**src/rtl/reg_bank.sv**
```systemverilog
// Multi-port register bank: one write, one increment and one clear per cycle,
// two combinational read ports, a per-register zero mask and an increment-wrap pulse.
module reg_bank #(
  parameter int                WIDTH     = 12,
  parameter int                DEPTH     = 4,
  parameter logic [WIDTH-1:0]  RESET_VAL = '0,
  localparam int               ADDR_W    = $clog2(DEPTH)
) (
  input  logic              clk,
  input  logic              rst,
  input  logic              wrEn,
  input  logic [ADDR_W-1:0] wrAddr,
  input  logic [WIDTH-1:0]  dataIn,
  input  logic              incEn,
  input  logic [ADDR_W-1:0] incAddr,
  input  logic              clrEn,
  input  logic [ADDR_W-1:0] clrAddr,
  input  logic [ADDR_W-1:0] rdAddrA,
  output logic [WIDTH-1:0]  dataOutA,
  input  logic [ADDR_W-1:0] rdAddrB,
  output logic [WIDTH-1:0]  dataOutB,
  output logic              incWrap,
  output logic [DEPTH-1:0]  zeroMask
);

  logic [DEPTH-1:0][WIDTH-1:0] regs_flat;
  logic [DEPTH-1:0]            wrap_vec;
  logic                        inc_wrap_q, inc_wrap_d;

  // Each register decodes its own hits; an address >= DEPTH never matches any
  // register, so out-of-range operations are dropped naturally.
  for (genvar gi = 0; gi < DEPTH; gi++) begin : g_reg
    logic             wr_hit, inc_hit, clr_hit;
    logic [WIDTH-1:0] val_q, val_d;

    assign wr_hit  = wrEn  && (wrAddr  == ADDR_W'(gi));
    assign inc_hit = incEn && (incAddr == ADDR_W'(gi));
    assign clr_hit = clrEn && (clrAddr == ADDR_W'(gi));

    always_comb begin
      val_d = val_q;
      if (clr_hit) begin
        val_d = RESET_VAL;
      end else if (wr_hit) begin
        val_d = dataIn;
      end else if (inc_hit) begin
        val_d = val_q + WIDTH'(1);
      end
    end

    always_ff @(posedge clk) begin
      if (rst) begin
        val_q <= RESET_VAL;
      end else begin
        val_q <= val_d;
      end
    end

    // Wrap only counts when the increment is the operation that actually lands.
    assign wrap_vec[gi]  = inc_hit && !clr_hit && !wr_hit && (&val_q);
    assign regs_flat[gi] = val_q;
    assign zeroMask[gi]  = (val_q == '0);
  end

  assign inc_wrap_d = |wrap_vec;

  always_ff @(posedge clk) begin
    if (rst) begin
      inc_wrap_q <= 1'b0;
    end else begin
      inc_wrap_q <= inc_wrap_d;
    end
  end

  assign incWrap = inc_wrap_q;

  always_comb begin
    dataOutA = '0;
    dataOutB = '0;
    for (int i = 0; i < DEPTH; i++) begin
      if (rdAddrA == ADDR_W'(i)) dataOutA = regs_flat[i];
      if (rdAddrB == ADDR_W'(i)) dataOutB = regs_flat[i];
    end
  end

endmodule

```
**config.mk**
```make
export PLATFORM = sky130hd
export DESIGN_NAME = reg_bank
export DESIGN_NICKNAME = d
export VERILOG_FILES = /design/src/rtl/reg_bank.sv
export SDC_FILE = /design/constraint.sdc
export NUM_CORES = 1
export LEC_CHECK = 0
export ABC_AREA = 1
export CAP_MARGIN = 10
export CORE_MARGIN = 2
export CORE_UTILIZATION = 60
export CTS_CLUSTER_SIZE = 24
export DETAILED_ROUTE_END_ITERATION = 8
export PLACE_DENSITY = 0.87
export SLEW_MARGIN = 40
export SYNTH_ARGS = -nofsm -noshare
export SYNTH_HDL_FRONTEND = slang
export SYNTH_SLANG_ARGS = --single-unit
```
**constraint.sdc**
```tcl
create_clock -name clk -period 2.3 [get_ports clk]
set_input_delay 0.575 -clock clk [delete_from_list [all_inputs] [get_ports clk]]
set_output_delay 0.575 -clock clk [all_outputs]
set_load 0.03 [all_outputs]
```
==> summary by stage, run 1 <==
Outcome
The flow ran to the end, and the final reports show no timing, DRC or antenna violations.

Detailed routing
Wires add up to around 14000 µm. The initial DRC count is 480. The count of antenna-violating nets left after detailed routing is 0. The number of vias after detailed routing is approximately 5k. The routed via count divided by cell count is approximately 6.

For this run, design rule violations remaining after detail routing come to 0. Before antenna repair, the detailed router went through 5 iterations. The average wire per standard cell is about 17 µm.

STA
Subtracting the final worst setup slack from the clock period gives 2.23 ns. In the finished design, the share of the clock period the worst path needs comes to 0.971. The worst max-slew margin expressed relative to the limit is 0.703. Setup repair after global routing left no endpoint under its margin. The setup total negative slack is 0 ns. At the pin with the least slew margin, the transition time is 0.445 ns. The final count of pins violating max slew is 0.

Setup violations remaining at the end of the flow were counted as 0. The total count of hold-check failures in the final report is 0. The achievable frequency is 448 MHz. Hold timing on the final database bottoms out at a slack of 0.509 ns. Clock skew on the completed layout was measured at ~0.015 ns.

Layout
The final-layout fill cell count is 542. The sequential cell area is 981 µm². The area added between synthesis and finish is 23.5%. After routing the design area is 4790 µm². The multi-input logic area is between 2000 and 2500 µm². Once layout is complete, the utilization of the core stands at 0.759. After the last flow step, the layout net total stands at 783. The number of inserted diodes is 0.

The ratio of cells with drive above 1 in the final layout is 0.143.

Synthesis
The flop and latch count out of synthesis is 49. Counting every net in the synthesized netlist gives 696. The gate count of the mapped netlist is 661. Summed over all instances, the cell type with the most area after synthesis is sky130_fd_sc_hd__dfxtp_1. The mapped cell area is 3880 µm². Synthesis instantiated 34 different standard cells from the library.

The number of warnings printed during yosys synthesis is 0. Yosys attributes the largest share of cell area to sky130_fd_sc_hd__dfxtp_1 25%, sky130_fd_sc_hd__nand2_1 15%, sky130_fd_sc_hd__inv_1 11%. The fraction of post-synthesis cell area in the top cell type by area is 0.253.

The sequential area share after synthesis is 0.253. Each instance of the synthesized netlist takes up on average 5.87 µm².

Global routing
The first global-routing pass estimated 22300 µm of wire. The number of antenna violations at the first check in global routing is 0. The number of global-route vias before repair is 4554. Entering global routing, the biggest net connects 16 pins. The leftover overflow at the end of global routing is 0. For this run, the total global-route usage over all layers was measured as 0.393.

Critical path
The kind of start point of the critical path is a register. The signal arrival time at the worst endpoint is 1.66 ns. The setup check on the worst reg-to-reg path leaves a slack of ~0.77 ns. In this run the worst path has a maximum fanout of 5. The sum of buffers and inverters on the critical path is 2.

The category of cells accounting for the largest share of critical-path delay is buffers and inverters. Traced cell by cell, the critical path runs through inv_1 > ha_1 > nand3_1 > nor3_1 > buf_4. The slowest stage of the critical path is the sky130_fd_sc_hd__dfxtp_1 cell. The delay contributed by the slowest stage of the critical path is 0.35 ns. STA puts the critical path data required time at roughly 1.7 ns.

The worst setup path is captured at an output port. The critical path is of the register to output port type.

Power and ir drop
The worst IR drop on VDD is ~0.33 mV. The post-layout total power is 2.04 mW. The leakage power is 2.13 nW. Dividing total power by cell area gives a power density of 426 nW/µm².

Clock tree
Clock tree synthesis inserted a total of 5 buffers. The clock-pin slew of the registers on the worst-case setup and hold paths is 0.11 ns. The maximum root-to-sink buffer count is 2. Once the clock tree was built, the setup fixing pass inserted 0 buffers. CTS built an H-tree with a depth of 2. The clock tree from TritonCTS is built. The cts-stage hold buffer count is 0. The clock sink count is 49. The tree is rooted in a sky130_fd_sc_hd__clkbuf_8.

Clock latency on the worst-skew pair, taken at its later pin, is 0.32 ns.

Die
The count of standard-cell rows is 29. 56 I/O pins were placed. The core region is 6310 µm².

In this run the horizontal extent of the chip is 84.4 µm. The initial utilization of the core area, before any placement, comes to 0.615. The die is 84.4 µm tall. The overall die area is roughly 7100 µm².

Place
The area of placed instances is 4700 µm². The congestion estimate from routability-driven global placement came to 0.996. The number of port buffers is 55. Summed over all nets, the half-perimeter wirelength after detailed placement is about 11000 µm.

Hold path
The type of the most critical hold path is register to register.

Run
The count of max-cap constraint violations is 0.
[flip-flops by register name, indices dropped and copies added (netlist names)]
signal	cells
g.val_q	48
incWrap	1
[cell usage after synthesis (all sizes together)]
| cell | instances |
|---|---|
| a221oi | 2 |
| clkinv | 2 |
| o2111ai | 2 |
| nand4 | 9 |
| nor2 | 62 |
| nor4 | 1 |
| nand3 | 68 |
| nand2 | 161 |
| clkbuf | 3 |
| or2 | 1 |
| xor2 | 10 |
| inv | 115 |
| nor3 | 10 |
| nand3b | 1 |
| o211ai | 2 |
| a21oi | 50 |
| ha | 8 |
| o21bai | 1 |
| nor3b | 1 |
| o22ai | 33 |
| dfxtp | 49 |
| buf | 10 |
| o21ai | 48 |
| a31oi | 12 |
[layout make-up]
class                           count  share of cell area
Multi-Input combinational cell    482               0.504
Clock inverter                      2             0.00313
Inverter                          117              0.0924
Clock buffer                        6              0.0151
Timing Repair Buffer               93               0.161
Sequential cell                    49               0.205
Tap cell                           77              0.0201
[cells by family (layout without fill, tap and decap cells)]
logic type | count (synthesis) | count (layout) | synth area share
AND/OR/NAND/NOR | 314 | 314 | 0.353
AO/OA/AOI/OAI | 150 | 150 | 0.214
adder cells (fa/ha/maj) | 8 | 8 | 0.0258
flip-flops | 49 | 49 | 0.253
XOR/XNOR | 10 | 10 | 0.0226
buffers and inverters | 130 | 218 | 0.132
[metrics by stage]
| step | instances | worst slack (ns) |
|---|---|---|
| 3_5_place_dp | 818 | -0.305 |
| 6_report | 826 | 0.0656 |
| 2_1_floorplan | 661 | 0.230 |
| 4_1_cts | 826 | 0.00701 |
| 5_1_grt | 826 | 0.0188 |
| 3_3_place_gp | 818 | -0.305 |
[layout by cell type, fill, tap and decap left out, types with 4 or more instances in the layout]
cell and instances:
sky130_fd_sc_hd__nand4_1 9, sky130_fd_sc_hd__o22ai_1 32, sky130_fd_sc_hd__clkbuf_8 5, sky130_fd_sc_hd__nand2_1 157, sky130_fd_sc_hd__nor2_2 6, sky130_fd_sc_hd__nor3_1 8
sky130_fd_sc_hd__a21oi_1 50, sky130_fd_sc_hd__inv_2 8, sky130_fd_sc_hd__buf_4 61, sky130_fd_sc_hd__ha_1 8, sky130_fd_sc_hd__o21ai_1 6, sky130_fd_sc_hd__dfxtp_1 49
sky130_fd_sc_hd__clkbuf_2 5, sky130_fd_sc_hd__clkdlybuf4s50_1 23, sky130_fd_sc_hd__nand3_2 6, sky130_fd_sc_hd__o21ai_0 42, sky130_fd_sc_hd__nand2_2 4, sky130_fd_sc_hd__nand3_1 62
sky130_fd_sc_hd__a31oi_1 12, sky130_fd_sc_hd__xor2_1 10, sky130_fd_sc_hd__nor2_1 54, sky130_fd_sc_hd__inv_1 107
[worst register-to-register path, stage by stage, from the launching register on]
cell	delay, ns
sky130_fd_sc_hd__dfxtp_1	0.34
sky130_fd_sc_hd__buf_4	0.13
sky130_fd_sc_hd__ha_1	0.22
sky130_fd_sc_hd__nand3_1	0.13
sky130_fd_sc_hd__nor2_2	0.20
sky130_fd_sc_hd__nand2_1	0.10
sky130_fd_sc_hd__nand2_1	0.07
sky130_fd_sc_hd__nand2_1	0.05
sky130_fd_sc_hd__o21ai_0	0.15
sky130_fd_sc_hd__inv_1	0.05
[where the power goes]
group | internal, mW | total, mW | switching (mW)
Combinational | 0.207 | 0.583 | 0.377
Sequential | 0.880 | 0.907 | 0.0263
Clock | 0.216 | 0.553 | 0.337
[final timing paths]
path | cells after the start | start | end
max | 5 | g_reg[1].val_q[0]$_SDFFE_PP0P_ | zeroMask[1]
min reg2reg | 2 | g_reg[1].val_q[0]$_SDFFE_PP0P_ | g_reg[1].val_q[0]$_SDFFE_PP0P_
min | 2 | g_reg[1].val_q[0]$_SDFFE_PP0P_ | g_reg[1].val_q[0]$_SDFFE_PP0P_
max reg2reg | 9 | g_reg[3].val_q[0]$_SDFFE_PP0P_ | g_reg[3].val_q[8]$_SDFFE_PP0P_
[routing by layer]
metal  share of wire  GRT usage
met5               0          0
met4           0.044      0.165
met3            0.14     0.0757
met2            0.44      0.639
met1            0.38      0.512
[what timing repair did]
| action | 4_1_cts | 5_1_grt |
|---|---|---|
| endpoints found under the setup margin | 25 | 20 |
| gates resized for setup | 18 | 18 |
| pin swaps | 0 | 1 |
(Power assumes the default switching activity.)
==> run 2, diff against run 1 <==
--- a/config.mk
+++ b/config.mk
@@ -11,6 +11,7 @@
 export CORE_UTILIZATION = 60
 export CTS_CLUSTER_SIZE = 24
 export DETAILED_ROUTE_END_ITERATION = 8
+export HOLD_SLACK_MARGIN = 0.15
 export PLACE_DENSITY = 0.87
 export SLEW_MARGIN = 40
 export SYNTH_ARGS = -nofsm -noshare
==> results of run 2 <==
Final layout, timing and power as in run 1 (identical DEF).
==> run 3, diff against run 2 <==
--- a/config.mk
+++ b/config.mk
@@ -5,14 +5,13 @@
 export SDC_FILE = /design/constraint.sdc
 export NUM_CORES = 1
 export LEC_CHECK = 0
-export ABC_AREA = 1
 export CAP_MARGIN = 10
 export CORE_MARGIN = 2
-export CORE_UTILIZATION = 60
+export CORE_UTILIZATION = 58
 export CTS_CLUSTER_SIZE = 24
 export DETAILED_ROUTE_END_ITERATION = 8
 export HOLD_SLACK_MARGIN = 0.15
-export PLACE_DENSITY = 0.87
+export PLACE_DENSITY = 0.86
 export SLEW_MARGIN = 40
 export SYNTH_ARGS = -nofsm -noshare
 export SYNTH_HDL_FRONTEND = slang
==> run 3 against run 2 <==
  * Critical path depth shrank 1
  * Count of clock-buffer cells in the layout is the same
  * Via count shrank 28%
  * Sequential share of layout area grew 2.2 points
  * Utilization shrank 1.0 points
  * Critical path type unchanged
  * Critical endpoint is now zeroMask[3]
  * Largest power group unchanged
==> summary by stage, run 3 <==
Outcome
The flow ran to the end, and the final reports show no timing, DRC or antenna violations.

STA
The total count of hold-check failures in the final report is 0 (unchanged). The setup total negative slack is 0 ns (unchanged). The worst max-slew margin expressed relative to the limit is 0.584 (-0.118). The final count of pins violating max slew was 0 (unchanged). The final worst-path cycle share was 0.990 (+0.0187).

The largest clock skew in the final design is 0.0108 ns (-0.00427 ns). The worst setup margin is 0.0227 ns (-0.0429 ns). The achievable frequency came to 439 MHz (-1.9%).

The transition at the pin with the smallest max-transition slack is 0.623 ns (+0.178 ns). The final-report setup violation count is 0 (unchanged). The minimum clock period after layout is 2.28 ns (+0.0429 ns). The worst hold margin came to 0.625 ns (+0.116 ns).

Layout
The most common cell after layout, fill and taps aside is sky130_fd_sc_hd__nor2_1. The number of inserted diodes is 0 (unchanged). The utilization of the core after routing was 0.749 (-0.0103).

The final cell count without fillers is 523 (-37%). The number of flip-flops under the largest register name is 48 (unchanged). The ratio of cells with drive above 1 in the final layout is 0.275 (+0.132). The finished layout cell area is 4380 µm² (-8.6%).

Ranked by flip-flop count, first place goes to g.val_q. The area added between synthesis and finish is 26.7%. The top cell types in the final layout, fill and taps aside, are 62 x sky130_fd_sc_hd__nor2_1, 45 x sky130_fd_sc_hd__dfxtp_1, 42 x sky130_fd_sc_hd__a211oi_1, 36 x sky130_fd_sc_hd__buf_4, 25 x sky130_fd_sc_hd__xnor2_1.

The number of nets in the finished design is 482 (-38%).

Synthesis
The per-instance average area after synthesis is 9.20 µm² (+57%). The sequential area share after synthesis is 0.284 (+0.0310). The most common flop cell mapped by yosys is sky130_fd_sc_hd__dfxtp_1. By area the synthesized netlist is led by sky130_fd_sc_hd__dfxtp_1 28%, sky130_fd_sc_hd__mux4_2 15%, sky130_fd_sc_hd__a211oi_1 9.1%. The largest total area in the synthesized netlist belongs to sky130_fd_sc_hd__dfxtp_1. Counting instances in the post-synthesis netlist gives the leading cell types as 62 x sky130_fd_sc_hd__nor2_1, 49 x sky130_fd_sc_hd__dfxtp_1, 42 x sky130_fd_sc_hd__a211oi_1, 25 x sky130_fd_sc_hd__xnor2_1, 23 x sky130_fd_sc_hd__mux4_2. The fraction of post-synthesis cell area in the top cell type by area is 0.284 (+0.0310).

The flop and latch count out of synthesis is 49 (unchanged). The leading cell type by number of instances after synthesis is sky130_fd_sc_hd__nor2_1. The synthesized net count is 411 (-41%).

The async set or reset register ratio after synthesis is 0 (unchanged). The mapped cell area is 3460 µm² (-11%). The number of warnings printed during yosys synthesis was 0 (unchanged). The number of flops mapped to enable cells by yosys was 0 (unchanged). The number of different library cells in the post-synthesis netlist is 40 (+18%). The gate count of the mapped netlist was 376 (-43%).

Clock tree
The depth of the CTS H-tree was 2 (unchanged). The number of buffers created by CTS is 5 (unchanged). The root buffer cell chosen for the clock tree is sky130_fd_sc_hd__clkbuf_8. The clock-pin slew of the registers on the worst-case setup and hold paths is 0.09 ns (-0.02 ns).

The clock tree from TritonCTS is built. The cts-stage hold buffer count is 0 (unchanged). The maximum root-to-sink buffer count is 2 (unchanged). The clock sink count is 49 (unchanged). The later-pin clock latency in the skew report came to 0.31 ns (about the same).

Detailed routing
The number of vias after detailed routing is 3583 (-28%). The average wire per standard cell is 23.1 µm (+35%). The routed wire length is 12100 µm (-15%). The initial DRC count is 514 (+7.1%). The iteration count of the initial detailed-routing pass is 5 (unchanged). The routed via count divided by cell count came to 6.85 (+14%).

The count of antenna-violating nets left after detailed routing came to 0 (unchanged). The number of design rule violations left after detail routing is 0 (unchanged).

Power and ir drop
The leakage power was 1.61 nW (-24%). The post-layout total power was 2.08 mW (+1.8%). The worst IR drop on VDD is 0.278 mV (-16%). The power density over cell area is 475 nW/µm² (+11%).

Place
The weighted congestion at the end of routability-driven global placement is 0.979 (-1.8%). The area of placed instances came to 4240 µm² (-10%). The number of port buffers came to 55 (unchanged). The HPWL after detailed placement is 8240 µm (-26%). The worst slack after detailed placement came to -0.700 ns (-0.395 ns). The placed instance count is 511 (-38%).

Global routing
The maximum number of pins on one net before global-route repair is 25 (+9). The number of global-route vias before repair is 3337 (-27%). The leftover overflow at the end of global routing came to 0 (unchanged). The first-pass GRT wire length is 18200 µm (-18%). The number of antenna violations at the first check in global routing is 0 (unchanged).

The global router's overall resource usage is 0.380 (-0.0137).

Critical path
The kind of start point of the critical path is a register. The endpoint required time on the critical path is 1.73 ns (about the same). The signal arrival time at the worst endpoint is 1.70 ns (+0.04 ns). The largest fanout of any net on the critical path is 8 (+3). The worst setup path is captured at an output port. The worst setup path is of the register to output port kind.

Die
The count of standard-cell rows came to 28 (-3.4%). The total I/O pin count is 56 (unchanged). The core region area is 5850 µm² (-7.3%). The die boundary width is 81.2 µm (-3.8%). The overall die area came to 6600 µm² (-7.5%). The die outline height is 81.2 µm (-3.8%). The starting utilization of the core area is 0.591 (-0.0238).

Hold path
The type of the most critical hold path is register to register.

Run
The count of max-cap constraint violations is 0 (unchanged).
[run 3: cell count changes in the layout (fill, tap and decap cells not counted), moves of 42 or more]
cell and delta:
sky130_fd_sc_hd__nand3_1 -48, sky130_fd_sc_hd__a211oi_1 +42, sky130_fd_sc_hd__inv_1 -97, sky130_fd_sc_hd__a21oi_1 -47, sky130_fd_sc_hd__nand2_1 -140, sky130_fd_sc_hd__o21ai_0 -42
[run 3: power breakdown]
group,internal (mW),leakage (nW),total (mW),switching (mW)
clock network,0.212,0.0450,0.514,0.302
registers,0.890,0.402,0.981,0.0906
logic,0.272,1.17,0.586,0.313
[run 3: critical path: stages (launching register included)]
cell and delay (ns):
sky130_fd_sc_hd__dfxtp_1 0.44, sky130_fd_sc_hd__nor4_2 0.34, sky130_fd_sc_hd__nand2_1 0.13, sky130_fd_sc_hd__nor4_4 0.30, sky130_fd_sc_hd__buf_6 0.18
[run 3: routing by layer]
| metal | vias up | wire (µm) | GRT usage |
|---|---|---|---|
| met4 | 0 | 884 | 0.258 |
| li1 | 1536 | - | - |
| met5 | - | 0 | 0 |
| met1 | 1672 | 4260 | 0.458 |
| met3 | 79 | 1440 | 0.0956 |
| met2 | 296 | 5490 | 0.596 |
[run 3: logic make-up after synthesis]
group           count (synthesis)  share of synthesized area
simple gates                  161                      0.251
mux                            25                      0.160
xor+xnor                       44                      0.111
fa+ha+maj                       8                     0.0289
flops                          49                      0.284
buf+inv                        37                     0.0452
compound gates                 52                      0.119
[run 3: final timing paths]
| kind | from | to | slack, ns | depth (start not counted) |
|---|---|---|---|---|
| worst min-delay path | g_reg[1].val_q[0]$_SDFFE_PP0P_ | g_reg[1].val_q[0]$_SDFFE_PP0P_ | 0.62 | 2 |
| worst max-delay path | g_reg[3].val_q[2]$_SDFFE_PP0P_ | zeroMask[3] | 0.02 | 4 |
| worst min register to register | g_reg[1].val_q[0]$_SDFFE_PP0P_ | g_reg[1].val_q[0]$_SDFFE_PP0P_ | 0.62 | 2 |
| worst max register to register | g_reg[2].val_q[0]$_SDFFE_PP0P_ | incWrap$_SDFF_PP0_ | 0.48 | 5 |
[run 3: area by class of cell]
type | count | area (µm²)
multi-input cells | 290 | 2400
flip-flops and latches | 49 | 991
inverters | 11 | 41.3
clock buffers | 6 | 72.6
well taps | 75 | 93.8
repair buffers | 90 | 769
fillers | 384 | 1470
clock inverters | 2 | 10.0
[run 3: repair_timing]
item / in CTS / in global routing
buffers inserted: 0 / 2
gates resized for setup: 136 / 25
setup endpoints to repair: 25 / 10
gates cloned: 2 / 0
pin swaps: 0 / 2
